<file path="src/rtl/hazard_scoreboard_if.sv">
// D-stage request and hazard-control response bundle between the decode stage and the scoreboard.
// master drives the decode-stage instruction fields; slave returns stall, forward selects and the stall count.
interface hazard_scoreboard_if #(
    parameter int TW    = 2,
    parameter int CNT_W = 32
);
    logic [4:0]       rs_d;
    logic [4:0]       rt_d;
    logic [TW-1:0]    tuse_rs_d;
    logic [TW-1:0]    tuse_rt_d;
    logic [4:0]       dst_d;
    logic             regwrite_d;
    logic [TW-1:0]    tnew_d;
    logic             flush_e;
    logic             stall;
    logic [1:0]       fwd_rs_d;
    logic [1:0]       fwd_rt_d;
    logic [1:0]       fwd_a_e;
    logic [1:0]       fwd_b_e;
    logic [CNT_W-1:0] stall_count;

    modport master (
        output rs_d, rt_d, tuse_rs_d, tuse_rt_d, dst_d, regwrite_d, tnew_d, flush_e,
        input  stall, fwd_rs_d, fwd_rt_d, fwd_a_e, fwd_b_e, stall_count
    );

    modport slave (
        input  rs_d, rt_d, tuse_rs_d, tuse_rt_d, dst_d, regwrite_d, tnew_d, flush_e,
        output stall, fwd_rs_d, fwd_rt_d, fwd_a_e, fwd_b_e, stall_count
    );
endinterface

</file>
<file path="src/rtl/hazard_scoreboard.sv">
// Hazard/forwarding controller: 3-slot (E, M, W) writer scoreboard with Tnew countdown driving stall and forward selects.
// Scoreboard advances one slot per clk; all outputs are combinational from current slots and D inputs, forced to 0 in reset.
module hazard_scoreboard #(
    parameter int TW    = 2,
    parameter int CNT_W = 32
) (
    input  logic               clk,
    input  logic               reset,
    hazard_scoreboard_if.slave hz
);
    typedef struct packed {
        logic          vld;
        logic          we;
        logic [4:0]    dst;
        logic [TW-1:0] tnew;
    } slot_t;

    slot_t            e_slot_q, e_slot_d;
    slot_t            m_slot_q, m_slot_d;
    slot_t            w_slot_q, w_slot_d;
    logic [4:0]       e_rs_q, e_rs_d;
    logic [4:0]       e_rt_q, e_rt_d;
    logic [CNT_W-1:0] cnt_q, cnt_d;

    logic             stall_raw;
    logic [1:0]       fwd_rs_raw;
    logic [1:0]       fwd_rt_raw;
    logic [1:0]       fwd_a_raw;
    logic [1:0]       fwd_b_raw;

    function automatic logic hit(input slot_t s, input logic [4:0] r);
        return s.vld && s.we && (s.dst == r) && (r != 5'd0);
    endfunction

    function automatic logic [TW-1:0] dec_sat(input logic [TW-1:0] t);
        return (t == '0) ? '0 : t - TW'(1);
    endfunction

    // A result is forwardable from M only once its Tnew there has reached 0,
    // so a consumer must wait while the remaining Tnew exceeds its Tuse.
    function automatic logic src_stall(input logic [4:0] r, input logic [TW-1:0] tuse);
        return (hit(e_slot_q, r) && (e_slot_q.tnew > tuse)) ||
               (hit(m_slot_q, r) && (m_slot_q.tnew > tuse));
    endfunction

    // M holds the younger value, so it wins over W.
    function automatic logic [1:0] fwd_sel(input logic [4:0] r);
        if (hit(m_slot_q, r)) begin
            return 2'b10;
        end else if (hit(w_slot_q, r)) begin
            return 2'b01;
        end
        return 2'b00;
    endfunction

    always_comb begin
        stall_raw  = src_stall(hz.rs_d, hz.tuse_rs_d) || src_stall(hz.rt_d, hz.tuse_rt_d);
        fwd_rs_raw = fwd_sel(hz.rs_d);
        fwd_rt_raw = fwd_sel(hz.rt_d);
        fwd_a_raw  = e_slot_q.vld ? fwd_sel(e_rs_q) : 2'b00;
        fwd_b_raw  = e_slot_q.vld ? fwd_sel(e_rt_q) : 2'b00;
    end

    assign hz.stall       = stall_raw & ~reset;
    assign hz.fwd_rs_d    = reset ? 2'b00 : fwd_rs_raw;
    assign hz.fwd_rt_d    = reset ? 2'b00 : fwd_rt_raw;
    assign hz.fwd_a_e     = reset ? 2'b00 : fwd_a_raw;
    assign hz.fwd_b_e     = reset ? 2'b00 : fwd_b_raw;
    assign hz.stall_count = reset ? '0 : cnt_q;

    always_comb begin
        w_slot_d      = m_slot_q;
        w_slot_d.tnew = dec_sat(m_slot_q.tnew);
        m_slot_d      = e_slot_q;
        m_slot_d.tnew = dec_sat(e_slot_q.tnew);
        e_slot_d      = '0;
        e_rs_d        = 5'd0;
        e_rt_d        = 5'd0;
        // A stall and a flush in the same cycle still yield exactly one bubble.
        if (!(stall_raw || hz.flush_e)) begin
            e_slot_d.vld  = 1'b1;
            e_slot_d.we   = hz.regwrite_d;
            e_slot_d.dst  = hz.dst_d;
            e_slot_d.tnew = hz.tnew_d;
            e_rs_d        = hz.rs_d;
            e_rt_d        = hz.rt_d;
        end
        cnt_d = cnt_q + (stall_raw ? CNT_W'(1) : CNT_W'(0));
    end

    always_ff @(posedge clk) begin
        if (reset) begin
            e_slot_q <= '0;
            m_slot_q <= '0;
            w_slot_q <= '0;
            e_rs_q   <= 5'd0;
            e_rt_q   <= 5'd0;
            cnt_q    <= '0;
        end else begin
            e_slot_q <= e_slot_d;
            m_slot_q <= m_slot_d;
            w_slot_q <= w_slot_d;
            e_rs_q   <= e_rs_d;
            e_rt_q   <= e_rt_d;
            cnt_q    <= cnt_d;
        end
    end

`ifndef SYNTHESIS
    // A load still in flight in M can never feed the instruction in E directly.
    always @(posedge clk) begin
        if (!reset) begin
            assert (!(e_slot_q.vld && hit(m_slot_q, e_rs_q) && (m_slot_q.tnew != '0)));
        end
    end
`endif
endmodule

</file>
<file path="src/flat_wrapper.sv">
// flat-port wrapper written by rule: the top's interface ports become plain ports
module hazard_scoreboard_flat 
#(
    parameter int TW    = 2,
    parameter int CNT_W = 32
)
  (clk, reset, hz_rs_d, hz_rt_d, hz_tuse_rs_d, hz_tuse_rt_d, hz_dst_d, hz_regwrite_d, hz_tnew_d, hz_flush_e, hz_stall, hz_fwd_rs_d, hz_fwd_rt_d, hz_fwd_a_e, hz_fwd_b_e, hz_stall_count);
  hazard_scoreboard_if #(.TW(TW), .CNT_W(CNT_W)) hz_i ();
  input  logic clk;
  input  logic reset;
  input wire logic [$bits(hz_i.rs_d)-1:0] hz_rs_d;
  input wire logic [$bits(hz_i.rt_d)-1:0] hz_rt_d;
  input wire logic [$bits(hz_i.tuse_rs_d)-1:0] hz_tuse_rs_d;
  input wire logic [$bits(hz_i.tuse_rt_d)-1:0] hz_tuse_rt_d;
  input wire logic [$bits(hz_i.dst_d)-1:0] hz_dst_d;
  input wire logic [$bits(hz_i.regwrite_d)-1:0] hz_regwrite_d;
  input wire logic [$bits(hz_i.tnew_d)-1:0] hz_tnew_d;
  input wire logic [$bits(hz_i.flush_e)-1:0] hz_flush_e;
  output wire logic [$bits(hz_i.stall)-1:0] hz_stall;
  output wire logic [$bits(hz_i.fwd_rs_d)-1:0] hz_fwd_rs_d;
  output wire logic [$bits(hz_i.fwd_rt_d)-1:0] hz_fwd_rt_d;
  output wire logic [$bits(hz_i.fwd_a_e)-1:0] hz_fwd_a_e;
  output wire logic [$bits(hz_i.fwd_b_e)-1:0] hz_fwd_b_e;
  output wire logic [$bits(hz_i.stall_count)-1:0] hz_stall_count;
  assign hz_i.rs_d = hz_rs_d;
  assign hz_i.rt_d = hz_rt_d;
  assign hz_i.tuse_rs_d = hz_tuse_rs_d;
  assign hz_i.tuse_rt_d = hz_tuse_rt_d;
  assign hz_i.dst_d = hz_dst_d;
  assign hz_i.regwrite_d = hz_regwrite_d;
  assign hz_i.tnew_d = hz_tnew_d;
  assign hz_i.flush_e = hz_flush_e;
  assign hz_stall = hz_i.stall;
  assign hz_fwd_rs_d = hz_i.fwd_rs_d;
  assign hz_fwd_rt_d = hz_i.fwd_rt_d;
  assign hz_fwd_a_e = hz_i.fwd_a_e;
  assign hz_fwd_b_e = hz_i.fwd_b_e;
  assign hz_stall_count = hz_i.stall_count;
  hazard_scoreboard #(.TW(TW), .CNT_W(CNT_W)) u_core (.clk(clk), .reset(reset), .hz(hz_i));
endmodule
</file>
<file path="config.mk">
export PLATFORM = sky130hd
export DESIGN_NAME = hazard_scoreboard_flat
export DESIGN_NICKNAME = d
export VERILOG_FILES = /design/src/rtl/hazard_scoreboard_if.sv /design/src/rtl/hazard_scoreboard.sv /design/src/flat_wrapper.sv
export SDC_FILE = /design/constraint.sdc
export NUM_CORES = 1
export LEC_CHECK = 0
export CAP_MARGIN = 20
export CORE_AREA = 2 2 117 119
export DETAILED_ROUTE_END_ITERATION = 7
export DIE_AREA = 0 0 119 121
export SLEW_MARGIN = 15
export SYNTH_ARGS = -nofsm -noshare
export SYNTH_HDL_FRONTEND = slang
export SYNTH_SLANG_ARGS = --single-unit
export TNS_END_PERCENT = 10
</file>
<file path="constraint.sdc">
create_clock -name clk -period 3.9 [get_ports clk]
set_input_delay 0.78 -clock clk [delete_from_list [all_inputs] [get_ports clk]]
set_output_delay 0.78 -clock clk [all_outputs]
set_load 0.05 [all_outputs]
</file>
==> flow_metrics.env, run 1 <==
export IMPL_timing_final_crit_share=0.924
export IMPL_cp_num_buf_inv=4
export IMPL_cts_sinks=67
export IMPL_max_freq_mhz=278
export IMPL_rows=42
export IMPL_syn_area_um2=3480
export IMPL_path_clk_slew_ns=0.05
export IMPL_yosysUniqueCellTypes=31
export IMPL_core_region_area_um2=13100
export IMPL_first_global_vias=2825
export IMPL_period_minus_slack_ns=3.60
export IMPL_synth_edf_count=0
export IMPL_drv_slew=0
export IMPL_hold_class="reg2reg"
export IMPL_async_flop_share=0
export IMPL_relSlewSlack=0.579
export IMPL_crit_top_cell="buf_4"
export IMPL_p_int_w=0.00127
export IMPL_wl_per_cell_um=12.7
export IMPL_io_pin_count=66
export IMPL_clk_latency_ns=0.33
export IMPL_worstPathMaxFanout=5
export IMPL_drt_iter0_drc=141
export IMPL_tightest_slew_ns=0.623
export IMPL_status="completed"
export IMPL_nets=506
export IMPL_power_frac_comb=0.077
export IMPL_arrival_ns=2.82
export IMPL_die_h_um=121
export IMPL_peakVddDrop_mv=0.258
export IMPL_r2r_cells=13
export IMPL_crit_cells=8
export IMPL_dpl_cell_area_um2=4400
export IMPL_worst_setup_path_end_kind="primary output"
export IMPL_required_ns=3.12
export IMPL_drc=0
export IMPL_grt_first_pass_wirelength_mm=13.3
export IMPL_register_area_um2=1340
export IMPL_worst_setup_path_type="in2out"
export IMPL_clkPwrFrac=0.483
export IMPL_finalSetupTns_ns=0
export IMPL_cts_tree="built"
export IMPL_cts_buffers=9
export IMPL_num_vias=2885
export IMPL_setup_viol=0
export IMPL_power_frac_seq=0.441
export IMPL_netlist_top_cells_area="dfxtp_1 (39%), xnor2_1 (12%), nor2b_1 (8.4%), xor2_1 (7.3%), nor2_1 (4.3%)"
export IMPL_grt_use_total=0.118
export IMPL_hpwl_mm=6.28
export IMPL_final_cell_mix="dfxtp_1 (67), clkdlybuf4s50_1 (57), nor2b_1 (47)"
export IMPL_h_tree_depth=3
export IMPL_swShare=0.216
export IMPL_crit_chain="clkdlybuf4s50_1 -> or4_1 -> nor2_1 -> buf_4 -> nor3_1 -> nor4_1 -> buf_4 -> buf_12"
export IMPL_p_leak_nw=1.71
export IMPL_overflow=0
export IMPL_place_congestion=0.901
export IMPL_p_switching_w=0.000349
export IMPL_yosysSeqAreaShare=0.385
export IMPL_syn_to_final_growth_pct=34.4
export IMPL_critPathMaxStageDelay_ns=0.56
export IMPL_dr_pass1_iters=4
export IMPL_cts_root_buf="clkbuf_16"
export IMPL_clk_path_buf_depth=2
export IMPL_num_antenna_cells=0
export IMPL_synth_top_area_cell="dfxtp_1"
export IMPL_syn_nets=438
export IMPL_synth_top_area_frac=0.385
export IMPL_drive_above_1_share=0.0782
export IMPL_die_w_um=119
export IMPL_cts_setup_buffers=0
export IMPL_drv_cap=0
export IMPL_multiInputGateArea_um2=2010
export IMPL_place_inst=635
export IMPL_holdBufCountCts=0
export IMPL_finalPower_w=0.00162
export IMPL_grt_max_degree=56
export IMPL_final_hold_viol_count=0
export IMPL_power_density_nw_per_um2=346
export IMPL_critical_path_top_delay_family="simple AND/OR/NAND/NOR gates"
export IMPL_antenna_found_initial=0
export IMPL_fill_cells=1330
export IMPL_cts_resized=0
export IMPL_finish_utilization=0.358
export IMPL_viasPerCell=4.45
export IMPL_start_kind="input pin"
export IMPL_syn_inst=402
export IMPL_layout_commonest_cell="dfxtp_1"
export IMPL_rsz0062_at_grt="no"
export IMPL_ant_nets=0
export IMPL_ys_ff_latch=67
export IMPL_worst_path_max_delay_cell="or4_1"
export IMPL_start_util=0.266
export IMPL_die_area_um2=14400
export IMPL_routed_wl_mm=8.23
export IMPL_fin_cells=649
export IMPL_avgSynthCellArea_um2=8.67
export IMPL_final_setup_skew_ns=0.00675
export IMPL_stdcell_area_um2=4680
export IMPL_yosys_warnings=0
export IMPL_portBuffers=65
export IMPL_hold_depth=1
export IMPL_synth_main_ff_cell="dfxtp_1"
[sequential cells by signal, summed over array words and instances (netlist names)]
signal,cells
u_core.cnt_q,32
u_core.e_rs_q,5
u_core.e_rt_q,5
u_core.e_slot_q,9
u_core.m_slot_q,9
u_core.w_slot_q,7
[power by group through the flow]
| stage | registers (W) | logic, W | clock network (W) |
|---|---|---|---|
| after floorplan | 0.000720 | 0.0000762 | 0 |
| after global placement | 0.000727 | 0.000122 | 0 |
| after detailed placement | 0.000727 | 0.000125 | 0 |
| after CTS | 0.000712 | 0.000126 | 0.000805 |
| after global routing | 0.000714 | 0.000137 | 0.000832 |
| final | 0.000713 | 0.000124 | 0.000781 |
[cell usage after synthesis, drive strengths merged, types with 7 or more instances]
cell type / count
and2: 20
xnor2: 46
dfxtp: 67
ha: 11
nor4: 10
nand3: 13
nand2: 19
nor2b: 47
nor2: 41
xor2: 29
and3: 7
inv: 11
nor3: 8
clkbuf: 17
nand4: 21
[per-stage QoR]
stage,hold slack [ns],setup slack [ns]
2_1_floorplan,0.400,-0.0320
3_3_place_gp,0.409,0.171
3_5_place_dp,0.426,0.105
4_1_cts,0.434,0.278
5_1_grt,0.458,0.177
6_report,0.426,0.298
[worst register-to-register path, stage by stage, from the launching register on]
cell and delay (ns):
dfxtp_1 0.52, xnor2_1 0.16, nand3_1 0.14, nor4_1 0.41, nor3_1 0.13, nand2_1 0.13, ha_1 0.19, ha_1 0.21
nand2_1 0.09, nor3_1 0.14, buf_4 0.22, nand4_1 0.13, xor2_1 0.16, nor2_1 0.06
[cell families after synthesis]
group                      count (synthesis)  synth area share
and+or+nand+nor                          201             0.322
xor gates and xnor gates                  75             0.189
DFF                                       67             0.385
buffers and inverters                     33            0.0377
AOI/OAI and AO/OA                         15            0.0273
adders and majority gates                 11            0.0395
[routing by layer]
metal	GRT usage	wire (um)	vias up
li1	-	-	1478
met1	0.140	3890	1333
met2	0.192	3860	66
met3	0.0437	383	8
met4	0.0499	94	0
met5	0	0	-
[area by class of cell]
type                       count  area share
tap                          176      0.0470
inverter                      11     0.00882
clock buffer                  12      0.0526
clock inverter                 2     0.00802
sequential                    67       0.286
timing repair buffer          79       0.167
multi-input combinational    302       0.430
[final timing paths]
kind	startpoint	endpoint	slack, ns
setup / recovery	hz_rt_d[1]	hz_fwd_rt_d[0]	0.30
hold / removal	u_core.e_slot_q[0]	u_core.m_slot_q[0]	0.43
setup reg to reg	u_core.m_slot_q[3]	u_core.cnt_q[22]	1.09
hold reg to reg	u_core.e_slot_q[0]	u_core.m_slot_q[0]	0.43
Note: power is estimated with default switching activity, not from simulation.
==> inputs of run 2 (changes only) <==
--- a/config.mk
+++ b/config.mk
@@ -6,9 +6,10 @@
 export NUM_CORES = 1
 export LEC_CHECK = 0
 export CAP_MARGIN = 20
-export CORE_AREA = 2 2 117 119
+export CORE_AREA = 2 2 85 87
 export DETAILED_ROUTE_END_ITERATION = 7
-export DIE_AREA = 0 0 119 121
+export DIE_AREA = 0 0 87 89
+export PLACE_DENSITY = 0.79
 export SLEW_MARGIN = 15
 export SYNTH_ARGS = -nofsm -noshare
 export SYNTH_HDL_FRONTEND = slang
==> flow_metrics.env, run 2 (synthesis results as in run 1) <==
export IMPL_status="completed"
export IMPL_cts_sinks=67
export IMPL_drv_cap=0
export IMPL_start_kind="input pin"
export IMPL_rows=30
export IMPL_cts_setup_buffers=0
export IMPL_cts_tree="built"
export IMPL_fill_cells=551
export IMPL_ant_nets=0
export IMPL_die_area_um2=7740
export IMPL_period_minus_slack_ns=3.70
export IMPL_worstReg2RegStart="u_core.e_slot_q[0]"
export IMPL_portBuffers=65
export IMPL_reg_largest_list="u_core.cnt_q (32), u_core.e_slot_q (9), u_core.m_slot_q (9)"
export IMPL_drv_slew=0
export IMPL_r2r_cells=15
export IMPL_hold_class="reg2reg"
export IMPL_finalPower_w=0.00142
export IMPL_final_setup_skew_ns=0.0107
export IMPL_nets=506
export IMPL_timing_final_crit_share=0.948
export IMPL_core_region_area_um2=6720
export IMPL_max_freq_mhz=270
export IMPL_syn_to_final_growth_pct=28.7
export IMPL_num_vias=2897
export IMPL_peakVddDrop_mv=0.194
export IMPL_rsz0062_at_grt="no"
export IMPL_drive_above_1_share=0.0821
export IMPL_rr_endpoint="u_core.cnt_q[24]"
export IMPL_min_delay_start="u_core.e_slot_q[0]"
export IMPL_wl_per_cell_um=14.0
export IMPL_drt_iter0_drc=150
export IMPL_routed_wl_mm=7.76
export IMPL_grt_use_total=0.212
export IMPL_clk_latency_ns=0.35
export IMPL_power_density_nw_per_um2=318
export IMPL_setup_viol=0
export IMPL_num_antenna_cells=0
export IMPL_largest_reg_flops=32
export IMPL_cts_root_buf="clkbuf_8"
export IMPL_cts_buffers=9
export IMPL_viasPerCell=5.22
export IMPL_path_clk_slew_ns=0.08
export IMPL_h_tree_depth=3
export IMPL_regToRegSetupSlack_ns=0.92
export IMPL_place_ws_ns=-0.0184
export IMPL_grt_first_pass_wirelength_mm=12.7
export IMPL_final_hold_viol_count=0
export IMPL_worstPathMaxFanout=2
export IMPL_required_ns=3.12
export IMPL_io_pin_count=66
export IMPL_clk_path_buf_depth=2
export IMPL_cts_resized=0
export IMPL_hold_depth=1
export IMPL_worst_setup_path_type="in2out"
export IMPL_overflow=0
export IMPL_max_flop_register="u_core.cnt_q"
export IMPL_hpwl_mm=5.70
export IMPL_relSlewSlack=0.566
export IMPL_setup_slack_ns=0.203
export IMPL_finalSetupTns_ns=0
export IMPL_antenna_found_initial=0
export IMPL_p_leak_nw=1.66
export IMPL_tightest_slew_ns=0.643
export IMPL_place_congestion=0.902
export IMPL_start_util=0.518
export IMPL_layout_commonest_cell="dfxtp_1"
export IMPL_final_cell_mix="dfxtp_1 (67), clkdlybuf4s50_1 (59), nor2b_1 (47)"
export IMPL_worst_setup_path_end_kind="primary output"
export IMPL_grt_max_degree=60
export IMPL_die_h_um=89
export IMPL_holdBufCountCts=0
export IMPL_dr_pass1_iters=4
export IMPL_die_w_um=87
export IMPL_arrival_ns=2.92
export IMPL_min_to="u_core.m_slot_q[0]"
export IMPL_first_global_vias=2755
export IMPL_finish_utilization=0.667
export IMPL_drc=0
==> run 2: layout make-up <==
type / count / area (um2) / share of cell area
sequential: 67 / 1340 / 0.299
tap: 80 / 100 / 0.0223
multi-input combinational: 302 / 2010 / 0.449
inverter: 11 / 41.3 / 0.00921
clock inverter: 7 / 75.1 / 0.0168
timing repair buffer: 79 / 788 / 0.176
clock buffer: 9 / 124 / 0.0276
==> run 2: through the flow <==
step,cells,instance area (um2),hold WS [ns]
2_1_floorplan,402,3480,0.400
5_1_grt,555,4480,0.484
6_report,555,4480,0.447
3_5_place_dp,539,4280,0.432
4_1_cts,555,4480,0.452
3_3_place_gp,539,4280,0.425
==> run 2: report_power, final <==
part	switching (W)	leakage, nW	internal (W)
logic	0.0000570	1.03	0.0000654
registers	0.0000151	0.544	0.000696
clock network	0.000292	0.0923	0.000298
total	0.000364	1.66	0.00106
==> run 2: worst max-delay path: stages <==
cell and delay, ns:
clkdlybuf4s50_1 0.45, inv_1 0.06, ha_1 0.29, nor2b_1 0.12
o211ai_1 0.08, nor4_1 0.53, nor3_1 0.13, a21oi_1 0.30
buf_12 0.18
==> run 2: worst max-delay path by stage <==
| stage | start | end | slack, ns | depth (start not counted) |
|---|---|---|---|---|
| finish | hz_tuse_rt_d[1] | hz_stall | 0.20 | 9 |
| global route | hz_tuse_rt_d[1] | hz_stall | 0.05 | 9 |
| CTS | hz_tuse_rt_d[1] | hz_stall | 0.19 | 9 |
| detailed placement | hz_tuse_rt_d[1] | u_core.cnt_q[24] | -0.02 | 16 |
| global placement | hz_tuse_rt_d[1] | u_core.cnt_q[22] | 0.13 | 16 |
| floorplan | hz_rt_d[1] | hz_fwd_rt_d[0] | -0.03 | 4 |
==> run 2: routing by layer <==
metal	GRT usage	wire length, um	vias up
li1	-	-	1477
met1	0.273	3610	1343
met2	0.344	3710	61
met3	0.0342	240	16
met4	0.111	190	0
met5	0	0	-
==> inputs of run 3 (changes only) <==
--- a/config.mk
+++ b/config.mk
@@ -7,9 +7,11 @@
 export LEC_CHECK = 0
 export CAP_MARGIN = 20
 export CORE_AREA = 2 2 85 87
+export CTS_CLUSTER_DIAMETER = 60
 export DETAILED_ROUTE_END_ITERATION = 7
 export DIE_AREA = 0 0 87 89
 export PLACE_DENSITY = 0.79
+export SETUP_SLACK_MARGIN = 0.5
 export SLEW_MARGIN = 15
 export SYNTH_ARGS = -nofsm -noshare
 export SYNTH_HDL_FRONTEND = slang
==> flow_metrics.env, run 3 (synthesis results as in run 1) <==
export IMPL_drive_above_1_share=0.120
export IMPL_start_kind="input pin"
export IMPL_multiInputGateArea_um2=2150
export IMPL_cts_tree="built"
export IMPL_drc=0
export IMPL_power_density_nw_per_um2=310
export IMPL_register_area_um2=1340
export IMPL_start_util=0.518
export IMPL_rsz0062_at_grt="yes"
export IMPL_drv_cap=0
export IMPL_dpl_cell_area_um2=4260
export IMPL_arrival_ns=2.65
export IMPL_portBuffers=65
export IMPL_clk_latency_ns=0.35
export IMPL_status="completed"
export IMPL_viasPerCell=5.35
export IMPL_finalSetupTns_ns=0
export IMPL_setup_viol=0
export IMPL_drv_slew=0
export IMPL_h_tree_depth=3
export IMPL_worst_setup_path_end_kind="primary output"
export IMPL_final_hold_viol_count=0
export IMPL_place_ws_ns=0.0528
export IMPL_required_ns=3.12
export IMPL_die_h_um=89
export IMPL_nets=505
export IMPL_relSlewSlack=0.524
export IMPL_peakVddDrop_mv=0.234
export IMPL_path_clk_slew_ns=0.08
export IMPL_final_setup_skew_ns=0.0138
export IMPL_hold_class="reg2reg"
export IMPL_io_pin_count=66
export IMPL_critPathMaxStageDelay_ns=0.47
export IMPL_ant_nets=0
export IMPL_die_w_um=87
export IMPL_grt_first_pass_wirelength_mm=13.2
export IMPL_first_global_vias=2857
export IMPL_max_flop_register="u_core.cnt_q"
export IMPL_stdcell_area_um2=4640
export IMPL_final_cell_mix="dfxtp_1 (67), nor2b_1 (46), xnor2_1 (46), clkdlybuf4s50_1 (46), nor2_1 (40)"
export IMPL_antenna_found_initial=0
export IMPL_crit_chain="clkdlybuf4s50_1 -> ha_1 -> nor2b_4 -> o211ai_1 -> nor4_2 -> nor3_2 -> a21oi_2 -> buf_12"
export IMPL_fill_cells=513
export IMPL_period_minus_slack_ns=3.43
export IMPL_die_area_um2=7740
export IMPL_dr_pass1_iters=4
export IMPL_layout_commonest_cell="dfxtp_1"
export IMPL_worst_setup_path_type="in2out"
export IMPL_num_antenna_cells=0
export IMPL_worst_path_max_delay_cell="nor4_2"
export IMPL_grt_use_total=0.216
export IMPL_grt_max_degree=85
export IMPL_cts_sinks=67
export IMPL_timing_final_crit_share=0.879
export IMPL_cts_buffers=9
export IMPL_clk_path_buf_depth=2
export IMPL_tightest_slew_ns=0.708
export IMPL_routed_wl_mm=8.43
export IMPL_holdBufCountCts=0
export IMPL_overflow=0
export IMPL_p_leak_nw=1.76
export IMPL_max_freq_mhz=292
export IMPL_worstPathMaxFanout=2
export IMPL_rows=30
export IMPL_wl_per_cell_um=15.2
export IMPL_place_congestion=0.861
export IMPL_hpwl_mm=5.75
export IMPL_setup_slack_ns=0.472
export IMPL_num_vias=2966
export IMPL_cts_root_buf="clkbuf_8"
export IMPL_reg_largest_list="u_core.cnt_q (32), u_core.e_slot_q (9), u_core.m_slot_q (9)"
export IMPL_drt_iter0_drc=187
export IMPL_syn_to_final_growth_pct=33.3
export IMPL_largest_reg_flops=32
export IMPL_finish_utilization=0.691
export IMPL_core_region_area_um2=6720
[run 3: changes by cell type in the layout (fill, tap and decap cells not counted), sizes merged]
cell	change
buf	-2
inv	+2
bufbuf	+1
dlymetal6s2s	+4
clkinvlp	-2
clkbuf	+2
dlygate4sd2	+7
clkdlybuf4s50	-13
[run 3: where the power goes]
group	switching (W)	internal [W]	total [W]
Combinational	0.0000631	0.0000642	0.000127
Clock	0.000295	0.000307	0.000602
Sequential	0.0000159	0.000696	0.000712
[run 3: cell type report]
type,instances,area share
Inverter,11,0.00889
Tap cell,80,0.0216
Multi-Input combinational cell,302,0.464
Clock inverter,7,0.0181
Sequential cell,67,0.289
Clock buffer,9,0.0267
Timing Repair Buffer,78,0.172
[run 3: final timing paths]
| path | start | endpoint | slack (ns) | cells past startpoint |
|---|---|---|---|---|
| worst max-delay path | hz_tuse_rt_d[0] | hz_stall | 0.47 | 8 |
| worst min-delay path | u_core.e_slot_q[0] | u_core.m_slot_q[0] | 0.42 | 1 |
| worst max register to register | u_core.e_slot_q[1] | u_core.cnt_q[26] | 0.99 | 14 |
| worst min register to register | u_core.e_slot_q[0] | u_core.m_slot_q[0] | 0.42 | 1 |
[run 3: what timing repair did]
action,4_1_cts,5_1_grt
pin swaps,3,15
endpoints found under the setup margin,13,25
buffers inserted,0,4
gates cloned,0,1
gates resized for setup,14,29
[run 3: per-stage QoR]
step                instances  power, W  hold WS (ns)
floorplan                 402  0.000797         0.400
global placement          533  0.000843         0.415
detailed placement        533  0.000847         0.417
CTS                       549   0.00144         0.429
global route              554   0.00149         0.444
finish                    554   0.00144         0.424
[run 3: worst max-delay path, delay by kind of cell]
family,cells,cell delay (ns)
buffers and inverters,2,0.61
AO/OA/AOI/OAI,2,0.32
adder cells (fa/ha/maj),1,0.25
AND/OR/NAND/NOR,3,0.69
[run 3: metal layers]
layer  track usage  part of all wire
met4        0.0838             0.023
met5             0                 0
met1         0.273              0.45
met2         0.362              0.49
met3        0.0452             0.043
